==> src/rtl/butterfly_pipe_if.sv <==
// butterfly_pipe_if: stream ports of the radix-2 butterfly.
// slave is the butterfly side, master is the producer/consumer side.
interface butterfly_pipe_if #(
  parameter int DW    = 16,
  parameter int TW    = 16,
  parameter int TAG_W = 8
);
  logic              in_valid;
  logic              in_ready;
  logic [2*DW-1:0]   in_a;
  logic [2*DW-1:0]   in_b;
  logic [2*TW-1:0]   in_w;
  logic              in_dif;
  logic              in_inv;
  logic              in_scale;
  logic [TAG_W-1:0]  in_tag;
  logic              out_valid;
  logic              out_ready;
  logic [2*DW-1:0]   out_a;
  logic [2*DW-1:0]   out_b;
  logic [TAG_W-1:0]  out_tag;
  logic              out_sat;
  logic              sat_sticky;
  logic              sat_clr;

  modport slave (
    input  in_valid, in_a, in_b, in_w, in_dif, in_inv,
    input  in_scale, in_tag, out_ready, sat_clr,
    output in_ready, out_valid, out_a, out_b, out_tag,
    output out_sat, sat_sticky
  );

  modport master (
    output in_valid, in_a, in_b, in_w, in_dif, in_inv,
    output in_scale, in_tag, out_ready, sat_clr,
    input  in_ready, out_valid, out_a, out_b, out_tag,
    input  out_sat, sat_sticky
  );
endinterface

==> src/rtl/butterfly_pipe.sv <==
// butterfly_pipe: 4-stage fixed-point radix-2 FFT butterfly with
// DIT/DIF per sample, conjugate twiddle, 1/2 scaling, saturation flags.
module butterfly_pipe #(
  parameter int DW    = 16,
  parameter int TW    = 16,
  parameter int TAG_W = 8
) (
  input logic             clk,
  input logic             areset_n,
  butterfly_pipe_if.slave bus
);
  localparam int XW = DW + 1;
  localparam int WW = TW + 1;
  localparam int PW = XW + WW;
  localparam int SW = PW + 1;
  localparam int RW = DW + 3;
  localparam int OW = RW + 1;

  localparam logic signed [SW-1:0] RND = SW'(2 ** (TW - 2));
  localparam logic signed [OW-1:0] HI  = OW'((2 ** (DW - 1)) - 1);
  localparam logic signed [OW-1:0] LO  = ~HI;
  localparam logic [DW-1:0] MAXV = {1'b0, {(DW-1){1'b1}}};
  localparam logic [DW-1:0] MINV = {1'b1, {(DW-1){1'b0}}};

  // {saturated, value}
  function automatic logic [DW:0] clamp(input logic signed [OW-1:0] x);
    if (x > HI) return {1'b1, MAXV};
    if (x < LO) return {1'b1, MINV};
    return {1'b0, x[DW-1:0]};
  endfunction

  function automatic logic [DW:0] conv(
    input logic signed [OW-1:0] x,
    input logic                 sc
  );
    logic signed [OW-1:0] h;
    h = (x + OW'(1)) >>> 1;
    return clamp(sc ? h : x);
  endfunction

  logic en;
  logic v1, v2, v3, v4;

  logic signed [DW-1:0] ar, ai, br, bi;
  logic signed [TW-1:0] wr, wi;

  logic                    dif1, sc1;
  logic [TAG_W-1:0]        tag1;
  logic signed [XW-1:0]    x1r, x1i, p1r, p1i;
  logic signed [WW-1:0]    w1r, w1i;

  logic                    dif2, sc2;
  logic [TAG_W-1:0]        tag2;
  logic signed [PW-1:0]    rr2, ii2, ri2, ir2;
  logic signed [XW-1:0]    p2r, p2i;

  logic                    dif3, sc3, s3;
  logic [TAG_W-1:0]        tag3;
  logic signed [RW-1:0]    t3r, t3i;
  logic signed [XW-1:0]    p3r, p3i;

  logic signed [SW-1:0]    re_s, im_s;
  logic signed [RW-1:0]    re_r, im_r;
  logic [DW:0]             c_re, c_im;

  logic signed [OW-1:0]    ya_r, ya_i, yb_r, yb_i;
  logic [DW:0]             ca_r, ca_i, cb_r, cb_i;

  logic [2*DW-1:0]         oa, ob;
  logic [TAG_W-1:0]        otag;
  logic                    osat, sticky;

  assign en = !v4 || bus.out_ready;
  assign bus.in_ready = en;

  assign ar = $signed(bus.in_a[2*DW-1:DW]);
  assign ai = $signed(bus.in_a[DW-1:0]);
  assign br = $signed(bus.in_b[2*DW-1:DW]);
  assign bi = $signed(bus.in_b[DW-1:0]);
  assign wr = $signed(bus.in_w[2*TW-1:TW]);
  assign wi = $signed(bus.in_w[TW-1:0]);

  always_ff @(posedge clk or negedge areset_n) begin
    if (!areset_n) begin
      {v1, v2, v3, v4} <= '0;
    end else if (en) begin
      {v1, v2, v3, v4} <= {bus.in_valid, v1, v2, v3};
    end
  end

  // S1: DIF pre-add, twiddle conjugation at TW+1 bits
  always_ff @(posedge clk) begin
    if (en) begin
      dif1 <= bus.in_dif;
      sc1  <= bus.in_scale;
      tag1 <= bus.in_tag;
      x1r  <= bus.in_dif ? XW'(ar) - XW'(br) : XW'(br);
      x1i  <= bus.in_dif ? XW'(ai) - XW'(bi) : XW'(bi);
      p1r  <= bus.in_dif ? XW'(ar) + XW'(br) : XW'(ar);
      p1i  <= bus.in_dif ? XW'(ai) + XW'(bi) : XW'(ai);
      w1r  <= WW'(wr);
      w1i  <= bus.in_inv ? -WW'(wi) : WW'(wi);
    end
  end

  always_ff @(posedge clk) begin
    if (en) begin
      dif2 <= dif1;
      sc2  <= sc1;
      tag2 <= tag1;
      p2r  <= p1r;
      p2i  <= p1i;
      rr2  <= PW'(x1r) * PW'(w1r);
      ii2  <= PW'(x1i) * PW'(w1i);
      ri2  <= PW'(x1r) * PW'(w1i);
      ir2  <= PW'(x1i) * PW'(w1r);
    end
  end

  assign re_s = SW'(rr2) - SW'(ii2);
  assign im_s = SW'(ri2) + SW'(ir2);
  assign re_r = RW'((re_s + RND) >>> (TW - 1));
  assign im_r = RW'((im_s + RND) >>> (TW - 1));
  assign c_re = clamp(OW'(re_r));
  assign c_im = clamp(OW'(im_r));

  // DIT clamps t here; DIF keeps the wide product for S4
  always_ff @(posedge clk) begin
    if (en) begin
      dif3 <= dif2;
      sc3  <= sc2;
      tag3 <= tag2;
      p3r  <= p2r;
      p3i  <= p2i;
      t3r  <= dif2 ? re_r : RW'($signed(c_re[DW-1:0]));
      t3i  <= dif2 ? im_r : RW'($signed(c_im[DW-1:0]));
      s3   <= !dif2 && (c_re[DW] || c_im[DW]);
    end
  end

  assign ya_r = dif3 ? OW'(p3r) : OW'(p3r) + OW'(t3r);
  assign ya_i = dif3 ? OW'(p3i) : OW'(p3i) + OW'(t3i);
  assign yb_r = dif3 ? OW'(t3r) : OW'(p3r) - OW'(t3r);
  assign yb_i = dif3 ? OW'(t3i) : OW'(p3i) - OW'(t3i);
  assign ca_r = conv(ya_r, sc3);
  assign ca_i = conv(ya_i, sc3);
  assign cb_r = conv(yb_r, sc3);
  assign cb_i = conv(yb_i, sc3);

  always_ff @(posedge clk or negedge areset_n) begin
    if (!areset_n) begin
      oa   <= '0;
      ob   <= '0;
      otag <= '0;
      osat <= 1'b0;
    end else if (en) begin
      oa   <= {ca_r[DW-1:0], ca_i[DW-1:0]};
      ob   <= {cb_r[DW-1:0], cb_i[DW-1:0]};
      otag <= tag3;
      osat <= s3 || ca_r[DW] || ca_i[DW] || cb_r[DW] || cb_i[DW];
    end
  end

  always_ff @(posedge clk or negedge areset_n) begin
    if (!areset_n) begin
      sticky <= 1'b0;
    end else if (v4 && bus.out_ready && osat) begin
      sticky <= 1'b1;
    end else if (bus.sat_clr) begin
      sticky <= 1'b0;
    end
  end

  assign bus.out_valid  = v4;
  assign bus.out_a      = oa;
  assign bus.out_b      = ob;
  assign bus.out_tag    = otag;
  assign bus.out_sat    = osat;
  assign bus.sat_sticky = sticky;
endmodule

==> src/flat_wrapper.sv <==
// flat-port wrapper written by rule: the top's interface ports become plain ports
module butterfly_pipe_flat 
#(
  parameter int DW    = 16,
  parameter int TW    = 16,
  parameter int TAG_W = 8
)
  (clk, areset_n, bus_in_valid, bus_in_a, bus_in_b, bus_in_w, bus_in_dif, bus_in_inv, bus_in_scale, bus_in_tag, bus_out_ready, bus_sat_clr, bus_in_ready, bus_out_valid, bus_out_a, bus_out_b, bus_out_tag, bus_out_sat, bus_sat_sticky);
  butterfly_pipe_if #(.DW(DW), .TW(TW), .TAG_W(TAG_W)) bus_i ();
  input logic clk;
  input logic areset_n;
  input wire logic [$bits(bus_i.in_valid)-1:0] bus_in_valid;
  input wire logic [$bits(bus_i.in_a)-1:0] bus_in_a;
  input wire logic [$bits(bus_i.in_b)-1:0] bus_in_b;
  input wire logic [$bits(bus_i.in_w)-1:0] bus_in_w;
  input wire logic [$bits(bus_i.in_dif)-1:0] bus_in_dif;
  input wire logic [$bits(bus_i.in_inv)-1:0] bus_in_inv;
  input wire logic [$bits(bus_i.in_scale)-1:0] bus_in_scale;
  input wire logic [$bits(bus_i.in_tag)-1:0] bus_in_tag;
  input wire logic [$bits(bus_i.out_ready)-1:0] bus_out_ready;
  input wire logic [$bits(bus_i.sat_clr)-1:0] bus_sat_clr;
  output wire logic [$bits(bus_i.in_ready)-1:0] bus_in_ready;
  output wire logic [$bits(bus_i.out_valid)-1:0] bus_out_valid;
  output wire logic [$bits(bus_i.out_a)-1:0] bus_out_a;
  output wire logic [$bits(bus_i.out_b)-1:0] bus_out_b;
  output wire logic [$bits(bus_i.out_tag)-1:0] bus_out_tag;
  output wire logic [$bits(bus_i.out_sat)-1:0] bus_out_sat;
  output wire logic [$bits(bus_i.sat_sticky)-1:0] bus_sat_sticky;
  assign bus_i.in_valid = bus_in_valid;
  assign bus_i.in_a = bus_in_a;
  assign bus_i.in_b = bus_in_b;
  assign bus_i.in_w = bus_in_w;
  assign bus_i.in_dif = bus_in_dif;
  assign bus_i.in_inv = bus_in_inv;
  assign bus_i.in_scale = bus_in_scale;
  assign bus_i.in_tag = bus_in_tag;
  assign bus_i.out_ready = bus_out_ready;
  assign bus_i.sat_clr = bus_sat_clr;
  assign bus_in_ready = bus_i.in_ready;
  assign bus_out_valid = bus_i.out_valid;
  assign bus_out_a = bus_i.out_a;
  assign bus_out_b = bus_i.out_b;
  assign bus_out_tag = bus_i.out_tag;
  assign bus_out_sat = bus_i.out_sat;
  assign bus_sat_sticky = bus_i.sat_sticky;
  butterfly_pipe #(.DW(DW), .TW(TW), .TAG_W(TAG_W)) u_core (.clk(clk), .areset_n(areset_n), .bus(bus_i));
endmodule
==> config.mk <==
export PLATFORM = sky130hd
export DESIGN_NAME = butterfly_pipe_flat
export DESIGN_NICKNAME = d
export VERILOG_FILES = /design/src/rtl/butterfly_pipe_if.sv /design/src/rtl/butterfly_pipe.sv /design/src/flat_wrapper.sv
export SDC_FILE = /design/constraint.sdc
export NUM_CORES = 2
export LEC_CHECK = 0
export ABC_AREA = 1
export CAP_MARGIN = 10
export CORE_ASPECT_RATIO = 0.5
export CORE_MARGIN = 2
export CORE_UTILIZATION = 60
export CTS_CLUSTER_SIZE = 14
export DETAILED_ROUTE_END_ITERATION = 10
export PLACE_DENSITY = 0.78
export SYNTH_ARGS = -nofsm -noshare
export SYNTH_HDL_FRONTEND = slang
export SYNTH_SLANG_ARGS = --single-unit
==> constraint.sdc <==
create_clock -name clk -period 63 [get_ports clk]
set_clock_uncertainty 0.1 [all_clocks]
set_input_delay 18.9 -clock clk [delete_from_list [all_inputs] [get_ports clk]]
set_output_delay 18.9 -clock clk [all_outputs]
set_load 0.01 [all_outputs]
# Yosys cells after proc, flatten, opt, wreduce, memory -nomap -nowiden

Cells that the tools add are included.

Bits in registers: 450
Bits of input ports: 112
Output and inout port bits: 76
Logic and storage cells: 139

$add $sub $neg: 17
Multipliers: 4
Order comparisons: 12
Mux-type cells: 59
Reductions and logical operators: 12

Operator list:

| cell                     | count |
|---|---|
| $mux W17                 | 29 |
| $mux W20                 | 8 |
| $add A20 B2 Y20 const B  | 4 |
| $gt A20 B16 Y1 const B   | 4 |
| $lt A20 B16 Y1 const B   | 4 |
| $add A34 B16 Y34 const B | 2 |
| $mul A17 B17 Y34         | 2 |
| $mul A17 B16 Y33         | 2 |
| $add A17 B19 Y20         | 2 |
| $sub A17 B19 Y20         | 2 |
| $gt A19 B16 Y1 const B   | 2 |
| $lt A19 B16 Y1 const B   | 2 |
| $mux W19                 | 2 |
| $add A16 B16 Y17         | 2 |
| $add A34 B33 Y34         | 1 |
| $sub A16 B16 Y17         | 2 |
| $sub A33 B34 Y34         | 1 |
| $mux W1                  | 20 |
| $neg A16 Y17             | 1 |
| $logic_or A1 B1 Y1       | 6 |
| $logic_and A1 B1 Y1      | 3 |
| $logic_not A1 Y1         | 2 |
| $reduce_bool A2 Y1       | 1 |

# Longest topological paths before layout

Word-level depth: 13
Gate-level depth with buffers: 31
Mapped depth without buffers: 30

# Worst setup path after synthesis

No wires, ideal clock.

Kind: input -> output
Start point: input port bus_out_ready
End point: output port bus_in_ready
Arrival time: 29714 ps
Required time: 44000 ps
Setup slack: 14286 ps
Stages on the path: 4
Buffers on the path: 2
Cell sequence: nor2_1 inv_1 clkbuf_1 clkbuf_1

Cells in the longest elaborated chain, start to end: 1

Ends and longest elaborated chain:

| what               | RTL line             | RTL |
|---|---|---|
| start, declared    | flat_wrapper.sv:20   | `input wire logic [$bits(bus_i.out_ready)-1:0] bus_out_ready;` |
| $logic_or A1 B1 Y1 | butterfly_pipe.sv:73 | `assign en = !v4 \|\| bus.out_ready;` |
| end, declared      | flat_wrapper.sv:22   | `output wire logic [$bits(bus_i.in_ready)-1:0] bus_in_ready;` |

No other way between the ends.

# Final worst setup path

Same ends and word-level chain as after synthesis.

==> results summary <==
The initial core utilization came out at 0.608. The tree is rooted in a clkbuf_16. In this design, the largest share of critical-path delay is due to buffers and inverters. The mean instance size in the synthesized netlist is 8.17 µm². In the global route stage, overall resource usage came out at 0.310. The final critical-path share of the clock period came out at 0.640. The layout cell share with drive strength beyond 1 came out at 0.0376. The total number of vias is 57812. The number of gates resized after CTS was 0. The detailed-router iteration count before antenna repair came out at 8. The DRC violation count after routing came out at 0. The filler cell count came out at 10221. For this design, the CTS-stage hold fixing added 0 buffers. The achievable clock frequency came out at approximately 25 MHz. For this design the top-level I/O count stands at 188. The total buffers and inverters traversed by the critical path is 3. The total negative setup slack came out at 0 ns. The wire length of the first global-routing pass came out at 308000 µm.

CTS saw 450 sinks. By area, the combinational part of the netlist is dominated by adder cells. The pre-CTS worst setup slack is 22.70 ns.

Along the worst hold path, the cell count comes to 0. The row count came out at 90. Of all cell types, the one taking the most synthesized area is fa_1. Setup repair after global routing left no endpoint under its margin.

The depth of the worst register-to-register path came out at 20. The die span in y came out at 252 µm. The post-synthesis share of cell area spent on and, or, nand and nor gates came out at 0.169. The worst hold path class is flop to flop. The count of endpoints failing hold in the final timing report came out at 0. In this run the critical register-to-register path is captured at u_core.ii2[31]$_DFFE_PP_. The critical path arrival came out at 21.31 ns. The gate count after technology mapping is 9026. The slowest stage of the critical path belongs to the cell clkdlybuf4s50_1. The fraction of synthesized cell area taken by the top area cell type is 0.313. For the pin with the worst max-slew slack, the measured transition is 1.17 ns. The area growth from synthesis to layout is 6.14%.

The worst stage delay on the critical path came out at 0.77 ns. The latest clock arrival within the worst-skew pair is roughly 0.67 ns. The cell that appears most often on the critical path is clkdlybuf4s50_1. Sorting the synthesized cells by area gives the leading types as fa_1, edfxtp_1, inv_1, nand2_1, ha_1. The highest net fanout along the worst path came out at just under 90. The total nets after synthesis is ~11000. The number of unique standard cell types used by synthesis came out at 69. The worst register-to-register path begins at u_core.w1i[2]$_DFFE_PP_. In this run the most critical hold path is launched from u_core.tag1[1]$_DFFE_PP_. The most used flip-flop cell after synthesis is edfxtp_1. Yosys mapped a number of flops with a built-in enable equal to approximately 370. The post-CTS setup buffer count came out at 0.

Counting flops with an async set or reset pin after synthesis yields a share of 0.173. Setup slack on the worst reg-to-reg path comes out at 55.23 ns. The adder-cell share of the synthesized area came out at 0.416. Leaving out fill and tap cells, the most frequent cell in the layout is inv_1.

The die outline area is 126000 µm². In this run the deepest clock path goes through 3 buffers. The signal on the critical path passes through clkdlybuf4s50_1, nor2_4, inv_8, clkdlybuf4s50_1.

Detailed placement ended at an HPWL of approximately 150000 µm. The total detailed-routing wirelength is 189000 µm. Of the post-synthesis cell area, the part taken by muxes is 0.

The clock buffer count from CTS came out at 46. The headroom to the max-slew limit is 0.221. The region available for standard cell placement spans 121000 µm². The routed via count divided by cell count is 5.44. The maximum level of the CTS H-tree is 2.

The initial antenna violation count is 2. In this run the remaining antenna-violating nets after routing total 0. After global routing the overflow that remains totals 0. The detail-routed net length per standard cell came out at 17.8 µm. The final-report max-slew violation count came out at 0. The number of warning messages in the yosys log is 0.

The congestion estimate from routability-driven global placement came to just under 1. The net count of the finished layout is 10861. Of the total synthesized cell area, the portion taken by XOR and XNOR cells is 0.0333. TritonCTS built the clock tree.

After detailed placement, the design holds a cell count of 10550. The post-synth design cell area is 73700 µm². The share of the Yosys chip area taken by registers is 0.178.

STA classifies the critical path startpoint as an input pin. The via count of the first global-routing pass is 57963. The initial detailed-routing violation count is 5591.

The maximum number of pins on one net before global-route repair is 186. The flow ran to the end, and the final reports show no timing, DRC or antenna violations. The chip width is 500 µm.

The final worst hold slack came out at 0.317 ns. The final critical-path required period came out at 40.31 ns. Setup violations remaining at the end of the flow were counted as 0.

The clock transition at the registers of the reported paths is 0.07 ns. The final cell count without fillers is 10636. The least setup slack across all paths after layout came out at between 20 and 25 ns. Max-cap violations in this run came to 0. For the worst setup path, the data required time is 44.00 ns. The number of buffers added on ports came out at 187. The critical path in this run is classified as input pin to output pin. The compound-cell area share of the yosys netlist is 0.0667.

The register bit count reported by yosys came out at 450. The worst setup path is captured at an output pin. The hold path endpoint is u_core.tag2[1]$_DFFE_PP_. In the layout the commonest cells are inv_1, nand2_1, fa_1, ha_1, nor2_1.
## registers in the layout, indices dropped and copies added (netlist names), 19 cells and up
name	flops
u_core.bus.out_a	32
u_core.bus.out_b	32
u_core.ii2	34
u_core.ir2	33
u_core.ri2	34
u_core.rr2	33
u_core.t3i	19
u_core.t3r	19
## synth_stat cells (all sizes together) (29+ instances only)
cell,number
inv,2276
nand2,2187
fa,1152
ha,609
nor2,444
a21oi,401
edfxtp,372
clkbuf,293
nand3,282
o21ai,281
xor2,176
xnor2,104
dfrtp,78
buf,59
nand4,59
or2,32
nor3,29
## layout make-up
cell class / count / area, µm² / area share
multi-input combinational: 5946 / 50500 / 0.645
sequential: 450 / 13100 / 0.168
inverter: 2278 / 8560 / 0.109
timing repair buffer: 266 / 2470 / 0.0316
tap: 1610 / 2010 / 0.0258
clock buffer: 59 / 1280 / 0.0163
clock inverter: 26 / 280 / 0.00358
antenna: 1 / 2.50 / 0.0000320
## per-stage QoR
step	utilization	cell area, µm²
after floorplan	-	73700
after global placement	0.633	76700
after detailed placement	0.633	76700
after CTS	0.646	78200
after global routing	0.646	78200
final	0.646	78200
## worst max path at each step
stage,to,slack (ns),startpoint,cells after the start
2_1_floorplan,bus_in_ready,14.29,bus_out_ready,4
3_3_place_gp,bus_in_ready,22.73,bus_out_ready,4
3_5_place_dp,bus_in_ready,22.70,bus_out_ready,4
4_1_cts,bus_in_ready,22.69,bus_out_ready,4
5_1_grt,bus_in_ready,22.63,bus_out_ready,4
6_report,bus_in_ready,22.69,bus_out_ready,4
## logic make-up (layout without fill, tap and decap cells)
| family | count (synthesis) | after routing |
|---|---|---|
| other | 0 | 1 |
| xor gates and xnor gates | 280 | 280 |
| adders and majority gates | 1761 | 1761 |
| and+or+nand+nor | 3052 | 3052 |
| DFF | 450 | 450 |
| AOI/OAI and AO/OA | 853 | 853 |
| buffers and inverters | 2630 | 2629 |
## routing by layer
metal / GRT usage / routed length (µm) / share of wire / vias to the layer above
li1: - / - / - / 26942
met1: 0.457 / 82600 / 0.44 / 28008
met2: 0.471 / 81000 / 0.43 / 2569
met3: 0.0604 / 20300 / 0.11 / 293
met4: 0.0808 / 5450 / 0.029 / 0
met5: 0.000761 / 0 / 0 / -
Power is left out: the tool's default activity adds up to more than one toggle a clock period on the data nets, which glitch-free logic cannot reach.
